--- config.mk ---
export PLATFORM = sky130hd
export DESIGN_NAME = draw_sequencer
export DESIGN_NICKNAME = d
export VERILOG_FILES = /design/src/rtl/draw_seq_pkg.sv /design/src/rtl/layer_next_sel.sv /design/src/rtl/draw_sequencer.sv
export SDC_FILE = /design/constraint.sdc
export NUM_CORES = 1
export LEC_CHECK = 0
export BUFFER_PORTS_ARGS = -buffer_cell sky130_fd_sc_hd__buf_2
export CORE_AREA = 10 10 59 61
export CTS_CLUSTER_SIZE = 28
export DETAILED_ROUTE_END_ITERATION = 8
export DIE_AREA = 0 0 69 71
export GPL_ROUTABILITY_DRIVEN = 0
export GPL_TIMING_DRIVEN = 0
export PLACE_DENSITY = 0.72
export RECOVER_POWER = 25
export SLEW_MARGIN = 20
export SYNTH_ARGS = -nofsm -noshare
export SYNTH_HDL_FRONTEND = slang
export SYNTH_HIERARCHICAL = 1
export SYNTH_SLANG_ARGS = --single-unit
--- constraint.sdc ---
create_clock -name clk -period 1.3 [get_ports clk]
set_input_delay 0.39 -clock clk [delete_from_list [all_inputs] [get_ports clk]]
set_output_delay 0.39 -clock clk [all_outputs]
set_load 0.01 [all_outputs]
--- src/rtl/draw_seq_pkg.sv ---
// Shared types for draw_sequencer: FSM state encoding and its width.
package draw_seq_pkg;

  localparam int STATE_W = 2;

  typedef enum logic [STATE_W-1:0] {
    IDLE,
    ARM,
    DRAW,
    HOLD
  } draw_state_e;

endpackage

--- src/rtl/layer_next_sel.sv ---
// layer_next_sel: finds the lowest requesting layer strictly above cur.
module layer_next_sel #(
  parameter int NUM_LAYERS = 2,
  parameter int LIDX_W     = $clog2(NUM_LAYERS)
) (
  input  logic [NUM_LAYERS-1:0] layer_req,
  input  logic [LIDX_W-1:0]     cur,
  output logic                  found,
  output logic [LIDX_W-1:0]     next_idx
);

  // Scan downwards so the last hit written is the lowest qualifying index.
  always_comb begin
    found    = 1'b0;
    next_idx = '0;
    for (int unsigned j = NUM_LAYERS; j > 0; j--) begin
      if (layer_req[j-1] && ((j - 1) > 32'(cur))) begin
        found    = 1'b1;
        next_idx = LIDX_W'(j - 1);
      end
    end
  end

endmodule

--- src/rtl/draw_sequencer.sv ---
// draw_sequencer: per-frame sequencing of a base picture layer plus overlays.
// Optional draw watchdog is compiled in with `define DRAW_SEQ_TIMEOUT_EN.
module draw_sequencer
  import draw_seq_pkg::*;
#(
  parameter int NUM_LAYERS  = 2,
  parameter int MODE_W      = 3,
  parameter int LIDX_W      = $clog2(NUM_LAYERS),
  parameter int FCNT_W      = 8,
  parameter int TIMEOUT_CYC = 1048575
) (
  input  logic                  clk,
  input  logic                  reset,
  input  logic [NUM_LAYERS-1:0] layer_req,
  input  logic [NUM_LAYERS-1:0] layer_done,
  input  logic                  frame_tick,
  input  logic                  sync_tick,
  input  logic [MODE_W-1:0]     pic_size,
  output logic [NUM_LAYERS-1:0] layer_start,
  output logic [LIDX_W-1:0]     active_layer,
  output logic [MODE_W-1:0]     mode_start,
  output logic                  busy,
  output logic [FCNT_W-1:0]     frame_count,
  output logic                  overrun,
  output logic                  timeout_err
);

  if (NUM_LAYERS < 2 || TIMEOUT_CYC < 1) begin : g_bad_params
    $error("draw_sequencer: NUM_LAYERS must be >= 2 and TIMEOUT_CYC >= 1");
  end

  draw_state_e       state;
  logic [LIDX_W-1:0] cur;
  logic [MODE_W-1:0] mode_q;
  logic              tick_pending;
  logic              tick;
  logic              to_hit;
  logic              draw_end;
  logic              next_found;
  logic [LIDX_W-1:0] next_idx;

  assign tick     = frame_tick | sync_tick;
  assign draw_end = (state == DRAW) && (layer_done[cur] || to_hit);

  layer_next_sel #(
    .NUM_LAYERS(NUM_LAYERS),
    .LIDX_W    (LIDX_W)
  ) u_next_sel (
    .layer_req(layer_req),
    .cur      (cur),
    .found    (next_found),
    .next_idx (next_idx)
  );

`ifdef DRAW_SEQ_TIMEOUT_EN
  localparam int TO_W = $clog2(TIMEOUT_CYC + 1);

  logic [TO_W-1:0] to_cnt;

  assign to_hit = (state == DRAW) && (to_cnt == TO_W'(TIMEOUT_CYC - 1));

  always_ff @(posedge clk or posedge reset) begin
    if (reset)              to_cnt <= '0;
    else if (state == DRAW) to_cnt <= to_cnt + 1'b1;
    else                    to_cnt <= '0;
  end
`else
  assign to_hit = 1'b0;
`endif

  // Outputs are registered views of the current state, so they lag it by one
  // cycle; this gives the two-cycle done/tick-to-start latency.
  always_ff @(posedge clk or posedge reset) begin
    if (reset) begin
      state        <= IDLE;
      cur          <= '0;
      mode_q       <= '0;
      tick_pending <= 1'b0;
      layer_start  <= '0;
      active_layer <= '0;
      mode_start   <= '0;
      busy         <= 1'b0;
      frame_count  <= '0;
      overrun      <= 1'b0;
      timeout_err  <= 1'b0;
    end else begin
      layer_start  <= (state == ARM) ? (NUM_LAYERS'(1) << cur) : '0;
      active_layer <= cur;
      mode_start   <= (state == DRAW && cur == '0) ? mode_q : '0;
      busy         <= (state == ARM) || (state == DRAW);
      overrun      <= 1'b0;
      timeout_err  <= to_hit && !layer_done[cur];

      if ((state == ARM || state == DRAW) && tick) begin
        overrun      <= tick_pending;
        tick_pending <= 1'b1;
      end

      case (state)
        IDLE: begin
          cur   <= '0;
          state <= ARM;
        end
        ARM: begin
          if (cur == '0) mode_q <= pic_size;
          state <= DRAW;
        end
        DRAW: begin
          if (draw_end) begin
            if (next_found) begin
              cur   <= next_idx;
              state <= ARM;
            end else begin
              state <= HOLD;
            end
          end
        end
        HOLD: begin
          if (tick_pending || tick) begin
            cur          <= '0;
            frame_count  <= frame_count + 1'b1;
            tick_pending <= 1'b0;
            state        <= ARM;
          end
        end
        default: state <= IDLE;
      endcase
    end
  end

endmodule

# Yosys cells after proc, flatten, opt, wreduce, memory -nomap -nowiden
# Index checks and enable logic that the tools add are counted.
[totals]
input_bits = 11
out_inout_bits = 17
regBits = 23
word_cells = 51
[classes]
addsub = 1
n_bitwise = 2
order_cmp = 2
shift = 1
eq_ne = 6
reduce_logical = 12
mux = 17
[op_table]
columns = ["cell", "count"]
rows = [
  ["$mux 1", 10],
  ["$add 8x1->8 const B", 1],
  ["$mux 2", 4],
  ["$pmux 2 s4", 1],
  ["$ne 2x2->1 const B", 3],
  ["$reduce_and 2->1", 3],
  ["$eq 2x2->1 const B", 2],
  ["$logic_and 1x1->1", 4],
  ["$reduce_and 4->1", 1],
  ["$mux 3", 1],
  ["$pmux 1 s3", 1],
  ["$reduce_bool 3->1", 1],
  ["$eq 2x1->1 const B", 1],
  ["$logic_not 2->1", 1],
  ["$logic_or 1x1->1", 2],
  ["$lt 1x2->1 const B", 1],
  ["$shl 1x1->2 const A", 1],
  ["$gt 1x1->1 const A", 1],
  ["$not 1->1", 1],
  ["$or 1x1->1", 1],
]

# Depth between registers and ports, before layout
# Gate-level depths: netlist of run 1.
[logic_depth]
ltp_word = 6
mapped_depth = 6
ltp_nobuf = 6

# By module
# The synthesis of run 1 kept the hierarchy.
[by_module_without_submodules]
columns = ["mod", "seq_area_each_um2", "area_each_um2", "cells_per_inst", "n_inst"]
rows = [
  ["draw_sequencer", 575.6, 985.9, 82, 1],
  ["layer_next_sel", 0.0, 21.3, 2, 1],
]

# Worst setup path after synthesis of run 1
# OpenSTA, ideal clock, no wires.
[synth_timing]
kind = "flip-flop to flip-flop"
startpoint = "register state[1]"
endpoint = "register mode_q[0]"
period_less_slack_ns = 1.361
slack_ns = -0.061
path_stages_with_launch = 5
arrival_time_ns = 1.237
required_ns = 1.175
path_cell_list = "dfrtp_1 > inv_1 > ha_1 > nor2b_1 > mux2_2"
[synth_between]
elab_chain_cells = 2
[synth_rtl]
columns = ["element", "line", "rtl"]
rows = [
  ["start, declared", "draw_sequencer.sv:32", "draw_state_e state;"],
  ["start signal, assigned", "draw_sequencer.sv:75", "state <= IDLE;"],
  ["start signal, assigned", "draw_sequencer.sv:102", "state <= ARM;"],
  ["start signal, assigned", "draw_sequencer.sv:106", "state <= DRAW;"],
  ["$eq 2x1->1", "draw_sequencer.sv:99", "case (state)"],
  ["$reduce_and 2->1 (no line)", "n/a", ""],
  ["end signal, assigned", "draw_sequencer.sv:105", "if (cur == '0) mode_q <= pic_size;"],
  ["end, declared", "draw_sequencer.sv:34", "logic [MODE_W-1:0] mode_q;"],
]
# No other way between the ends.
# A chain may end at the register's enable or synchronous reset.

# Final worst setup path of run 1
[layout_timing]
startpoint = "register state[1]"
endpoint = "register mode_q[2]"
# Same word-level chain as after synthesis.

==> results of run 1 <==
[power breakdown]
| group | internal (mW) | leakage [nW] | switching, mW |
|---|---|---|---|
| Sequential | 0.970 | 0.290 | 0.174 |
| Clock | 0.117 | 0.0139 | 0.229 |
| Combinational | 0.735 | 0.454 | 0.593 |
| Total | 1.82 | 0.758 | 0.997 |
[metrics by stage]
step | instance area, um2 | utilization
detailed placement | 1180 | 0.493
global placement | 1180 | 0.493
finish | 1410 | 0.592
global route | 1410 | 0.592
CTS | 1260 | 0.529
floorplan | 1010 | -
[flip-flops by register name, indices dropped and copies added, names as in the netlist]
register      cells
tick_pending      1
mode_q            3
active_layer      1
state             2
busy              1
mode_start        3
layer_start       2
frame_count       8
cur               1
overrun           1
[per-layer routing]
layer / vias up / global-route usage / wire length, um
li1: 365 / - / -
met1: 359 / 0.0901 / 924
met2: 14 / 0.147 / 1240
met3: 2 / 0.0279 / 97
met4: 0 / 0.0268 / 12
met5: - / 0 / 0
[cells by family (layout without fill, tap and decap cells)]
group | count (synthesis) | after routing
simple gates | 32 | 32
flops | 23 | 23
xor+xnor | 7 | 7
buf+inv | 6 | 52
fa+ha+maj | 5 | 5
compound gates | 5 | 5
mux | 5 | 5
other cells | 1 | 1
[layout by cell type (no fill, tap or decap), types with 2 or more instances in the layout]
master    netlist  final
xnor2_1         3      3
nand3_1         2      2
and2_1          5      5
ha_1            5      2
inv_2           0      2
buf_6           0      2
buf_4           2     18
ha_4            0      3
nor2_1          9      8
dfrtp_2         0      3
clkbuf_4        0      3
xor2_1          4      4
dfrtp_1        23     20
mux2_4          0      3
buf_2           0     24
mux2i_1         2      2
nand2_1         6      6
inv_1           4      2
nor2b_4         1      3
[worst min-delay path by stage]
stage / end / slack (ps) / cells after the start
after detailed placement: mode_start[2] / 460 / 1
after global placement: frame_count[7] / 450 / 1
after CTS: frame_count[6] / 260 / 2
final: frame_count[7] / 220 / 2
after floorplan: active_layer / 390 / 1
after global routing: mode_q[1] / 270 / 2
[what timing repair did]
item,CTS,global route
gates cloned,0,0
gates resized for setup,2,17
hold buffers,0,0
pin swaps,2,6
buffers inserted,6,11
setup endpoints to repair,10,16
[final cells by class]
cell class / count / area [um2] / area share
buffer: 2 / 15.0 / 0.0106
tap: 30 / 37.5 / 0.0266
inverter: 4 / 15.0 / 0.0106
clock inverter: 1 / 7.51 / 0.00531
sequential: 23 / 579 / 0.410
timing repair buffer: 42 / 263 / 0.186
multi-input combinational: 55 / 473 / 0.335
clock buffer: 3 / 22.5 / 0.0159
[worst reg2reg max path: cells and delay by family, from the launching register on]
family | cells | cell delay [ps]
buf+inv | 1 | 120
simple gates | 1 | 200
fa+ha+maj | 1 | 150
mux | 1 | 310
flops | 1 | 480
==> impl_metrics.json, run 1 <==
{
  "synth_seq_cells": 23,
  "slew_violations": 0,
  "drive_gt1_frac": 0.523,
  "min_period_over_period": 1.03,
  "h-tree-depth": 1,
  "track_usage": 0.0828,
  "antenna_found_initial": 0,
  "synth_warnings": 6,
  "crit_start": "state[1]",
  "synth_edf_count": 0,
  "detail_route.wirelength_um": 2270,
  "grt_max_degree": 24,
  "synthCells": 84,
  "grt_pass1_vias": 777,
  "cts_buffer_depth": 2,
  "fillCellCount": 204,
  "critical_path.cell_chain": "inv_2 -> ha_4 -> nor2b_4 -> mux2_4",
  "drtAntennaViolNets": 0,
  "num_antenna_cells": 0,
  "core_um2": 2390,
  "grt_pass1_wl_um": 3430,
  "cp.required_ps": 1520,
  "max-vdd-ir-drop_v": 0.00105,
  "synth.mux.area_fraction": 0.0534,
  "timing.final.ws_setup_ps": -45.1,
  "fin_skew_ps": 13.5,
  "drc": 0,
  "synth_top_family_by_area": "simple AND/OR/NAND/NOR gates",
  "dp_worst_setup_slack_ps": -135,
  "yosysSeqAreaShare": 0.571,
  "hold_path_class": "in -> async",
  "fmax_mhz": 743,
  "finalSetupViolCount": 5,
  "pin_count": 28,
  "reg2reg_slack_ps": -50,
  "dieWidth_um": 69,
  "gr-total-overflow": 0,
  "endpoint_kind": "register",
  "leakage_nw": 0.758,
  "rr_startpoint": "state[1]",
  "crit_slowest_cell": "dfrtp_2",
  "hold_ws_ps": 219,
  "synth_nets": 100,
  "critPathKind": "reg -> reg",
  "worstRegToRegCells": 4,
  "finalNonFillerCells": 160,
  "via_count": 740,
  "rows": 18,
  "dr.pass1.iters": 4,
  "start_util": 0.422,
  "violations": "setup timing",
  "cp_num_cells": 4,
  "cts_tree": "built",
  "fin_crit_ps": 1350,
  "clock_latency_ps": 320,
  "cp_top_family": "flip-flops",
  "syn-mean-instance-area_um2": 12.0,
  "post-synth-top-count-cell": "dfrtp_1",
  "cp_num_buf_inv": 1,
  "hold_viol": 0,
  "synth_cell_types": 26,
  "cpPeakStageDelay_ps": 480,
  "vias_per_cell": 4.63,
  "synth_area_um2": 1010,
  "fp.dieH_um": 71,
  "synth.largest_area_cell": "dfrtp_1",
  "relSlewSlack": 0.424,
  "synth_top_area_frac": 0.571,
  "path_clk_slew_ps": 140,
  "nets": 147,
  "async_flop_share": 1.00,
  "yosys.area_share.adder": 0.0621,
  "synth_common_cells": "23 x dfrtp_1, 9 x nor2_1, 6 x nand2_1",
  "cp_max_fo": 4,
  "cts_buffers": 3,
  "rsz0062_at_grt": "true",
  "portBuffers": 25,
  "dp_hpwl_um": 1490,
  "clock_tree.root_cell": "clkbuf_4",
  "placedCellCount": 139,
  "synth_compound_area_frac": 0.0398,
  "yosys.area_share.simple": 0.179,
  "cap_viol_max_count": 0,
  "status": "finished with violations",
  "setup.worst_path.start_class": "register",
  "setup_tns_ps": -166,
  "p_per_area_nw_per_um2": 2000,
  "wl_per_cell_um": 14.2,
  "r2r_end": "mode_q[2]",
  "areaGrowthSynthToFinish_pct": 40.2,
  "synth_area_leaders": "dfrtp_1 57%, ha_1 6.2%, xor2_1 3.5%",
  "die_area_um2": 4900,
  "endpoint": "mode_q[2]",
  "synth-main-ff-cell": "dfrtp_1",
  "drt_iter0_drc": 43,
  "cp_data_arrival_time_ps": 1570,
  "finalPower_mw": 2.82,
  "synth-xor-area-share": 0.0609,
  "tightestPinTransition_ps": 863,
  "clock_sinks": 23
}
(Power assumes the default switching activity.)
==> run 2, diff against run 1 <==
- CORE_AREA: 10 10 59 61 -> 10 10 58 60
- CTS_CLUSTER_DIAMETER: default -> 150
- DIE_AREA: 0 0 69 71 -> 0 0 68 70
- PLACE_DENSITY: 0.72 -> 0.74
- SYNTH_HIERARCHICAL: 1 -> default
==> run 2 against run 1 <==
Effect of this change:
- combinational power is essentially flat
- clock power shrank 4%
- the run still ends with setup timing left
- non-clock buffer count shrank 1
- die area shrank 2.8%
- core utilization is essentially flat
- first-iteration DRC count shrank 44%
- power grew 0.19%
- synthesized area shrank 2.2%
- largest power group unchanged
- design area shrank 1.9%
==> impl_metrics.json, run 2 <==
{
  "gr-total-overflow": 0,
  "setup.worst_path.start_class": "register",
  "synth_cell_types": 24,
  "die_area_um2": 4760,
  "grt_pass1_wl_um": 3480,
  "path_clk_slew_ps": 130,
  "nets": 144,
  "synth_area_um2": 985,
  "post-synth-top-count-cell": "dfrtp_1",
  "synth_edf_count": 0,
  "cts_buffers": 3,
  "dp_worst_setup_slack_ps": -140,
  "fp.dieH_um": 70,
  "track_usage": 0.0924,
  "max-vdd-ir-drop_v": 0.00110,
  "async_flop_share": 1.00,
  "clock_sinks": 23,
  "leakage_nw": 0.724,
  "dieWidth_um": 68,
  "grt_pass1_vias": 770,
  "dp_hpwl_um": 1460,
  "hold_path_class": "in -> async",
  "cts_hold_buf": 0,
  "fmax_mhz": 732,
  "start_util": 0.420,
  "relSlewSlack": 0.452,
  "rows": 18,
  "cp_max_fo": 4,
  "drive_gt1_frac": 0.504,
  "portBuffers": 25,
  "yosysSeqAreaShare": 0.584,
  "layout_common_cells": "25 x buf_2, 20 x dfrtp_1, 15 x buf_4",
  "h-tree-depth": 1,
  "drc": 0,
  "via_count": 714,
  "endpoint_kind": "register",
  "synth_area_leaders": "dfrtp_1 58%, ha_1 6.4%, xnor2_1 6.2%",
  "rsz0062_at_grt": "true",
  "synthCells": 81,
  "hold_viol": 0,
  "finalSetupViolCount": 5,
  "dr.pass1.iters": 4,
  "num_antenna_cells": 0,
  "regMostFlops": "frame_count",
  "synth_top_area_frac": 0.584,
  "slew_violations": 0,
  "min_period_over_period": 1.05,
  "top_regs": "frame_count (8), mode_q (3), mode_start (3)",
  "status": "finished with violations",
  "p_per_area_nw_per_um2": 2040,
  "drtAntennaViolNets": 0,
  "synth-main-ff-cell": "dfrtp_1",
  "synth_nets": 97,
  "reg2reg_slack_ps": -70,
  "worstRegToRegCells": 4,
  "fin_crit_ps": 1370,
  "cp.required_ps": 1530,
  "synth_seq_cells": 23,
  "largest_reg_flops": 8,
  "final_common_cell": "buf_2",
  "tightestPinTransition_ps": 821,
  "vias_per_cell": 4.55,
  "finalPower_mw": 2.82,
  "synth_common_cells": "23 x dfrtp_1, 7 x nand2_1, 7 x xnor2_1",
  "fin_skew_ps": 14.0,
  "cp_data_arrival_time_ps": 1590,
  "syn-mean-instance-area_um2": 12.2,
  "cts_buffer_depth": 2,
  "clock_latency_ps": 320,
  "hold_ws_ps": 204,
  "violations": "setup timing",
  "core_um2": 2340,
  "timing.final.ws_setup_ps": -66.3,
  "cap_viol_max_count": 0,
  "wl_per_cell_um": 14.0,
  "synth.largest_area_cell": "dfrtp_1",
  "clock_tree.root_cell": "clkbuf_4",
  "detail_route.wirelength_um": 2200,
  "grt_max_degree": 24,
  "drt_iter0_drc": 24,
  "synth_warnings": 0,
  "pin_count": 28,
  "critPathKind": "reg -> reg",
  "areaGrowthSynthToFinish_pct": 40.7,
  "antenna_found_initial": 0,
  "cts_tree": "built"
}
-- run 2: path summary, 6_finish.rpt --
path / start / end
min: reset / frame_count[5]
min in group clk: pic_size[2] / mode_q[2]
max: state[1] / state[1]
max reg2reg: state[1] / state[1]
min reg2reg: mode_q[1] / mode_start[1]
max in group asynchronous: reset / state[0]
-- run 2: worst max-delay path, stage by stage, from the launching register on --
cell and delay, ps:
dfrtp_2 480, ha_4 190, and2_4 150, a21oi_4 140, mux2_4 310
-- run 2: routing by layer --
layer,GRT usage,share of wire,up-vias
met5,0,0,-
met4,0.0403,0.016,0
met3,0.0335,0.058,4
met2,0.154,0.55,15
met1,0.0997,0.38,343
li1,-,-,352
-- run 2: timing repair --
action,in CTS,in global routing
setup buffers,10,7
endpoints found under the setup margin,10,17
pin swaps,2,2
gates resized for setup,10,9
gates cloned,0,0
-- run 2: report_power, final --
group | internal, mW | switching, mW
combinational | 0.749 | 0.586
sequential | 0.978 | 0.177
clock | 0.120 | 0.214
total | 1.85 | 0.977
-- run 2: per-stage QoR --
step	area [um2]	utilization	instances	TNS, ps
after floorplan	997	-	81	-0.528
after global placement	1160	0.495	136	-466
after detailed placement	1160	0.495	136	-663
after CTS	1300	0.554	150	-168
after global routing	1390	0.591	157	-602
final	1390	0.591	157	-218
-- run 2: area by class of cell --
cell class                      instances  area (um2)
Inverter                                4        15.0
Fill cell                             218         957
Timing Repair Buffer                   42         264
Multi-Input combinational cell         53         455
Tap cell                               30        37.5
Sequential cell                        23         579
Clock buffer                            4        26.3
Buffer                                  1        7.51
-- run 2: logic make-up (layout without fill, tap and decap cells) --
family                     after synthesis  in the layout  synth area share
DFF                                     23             23             0.584
adders and majority gates                5              5            0.0635
buffers and inverters                    5             51            0.0229
other                                    1              1           0.00381
AOI/OAI and AO/OA                        3              3            0.0241
xor gates and xnor gates                 7              7            0.0623
muxes                                    6              6            0.0699
and+or+nand+nor                         31             31             0.169
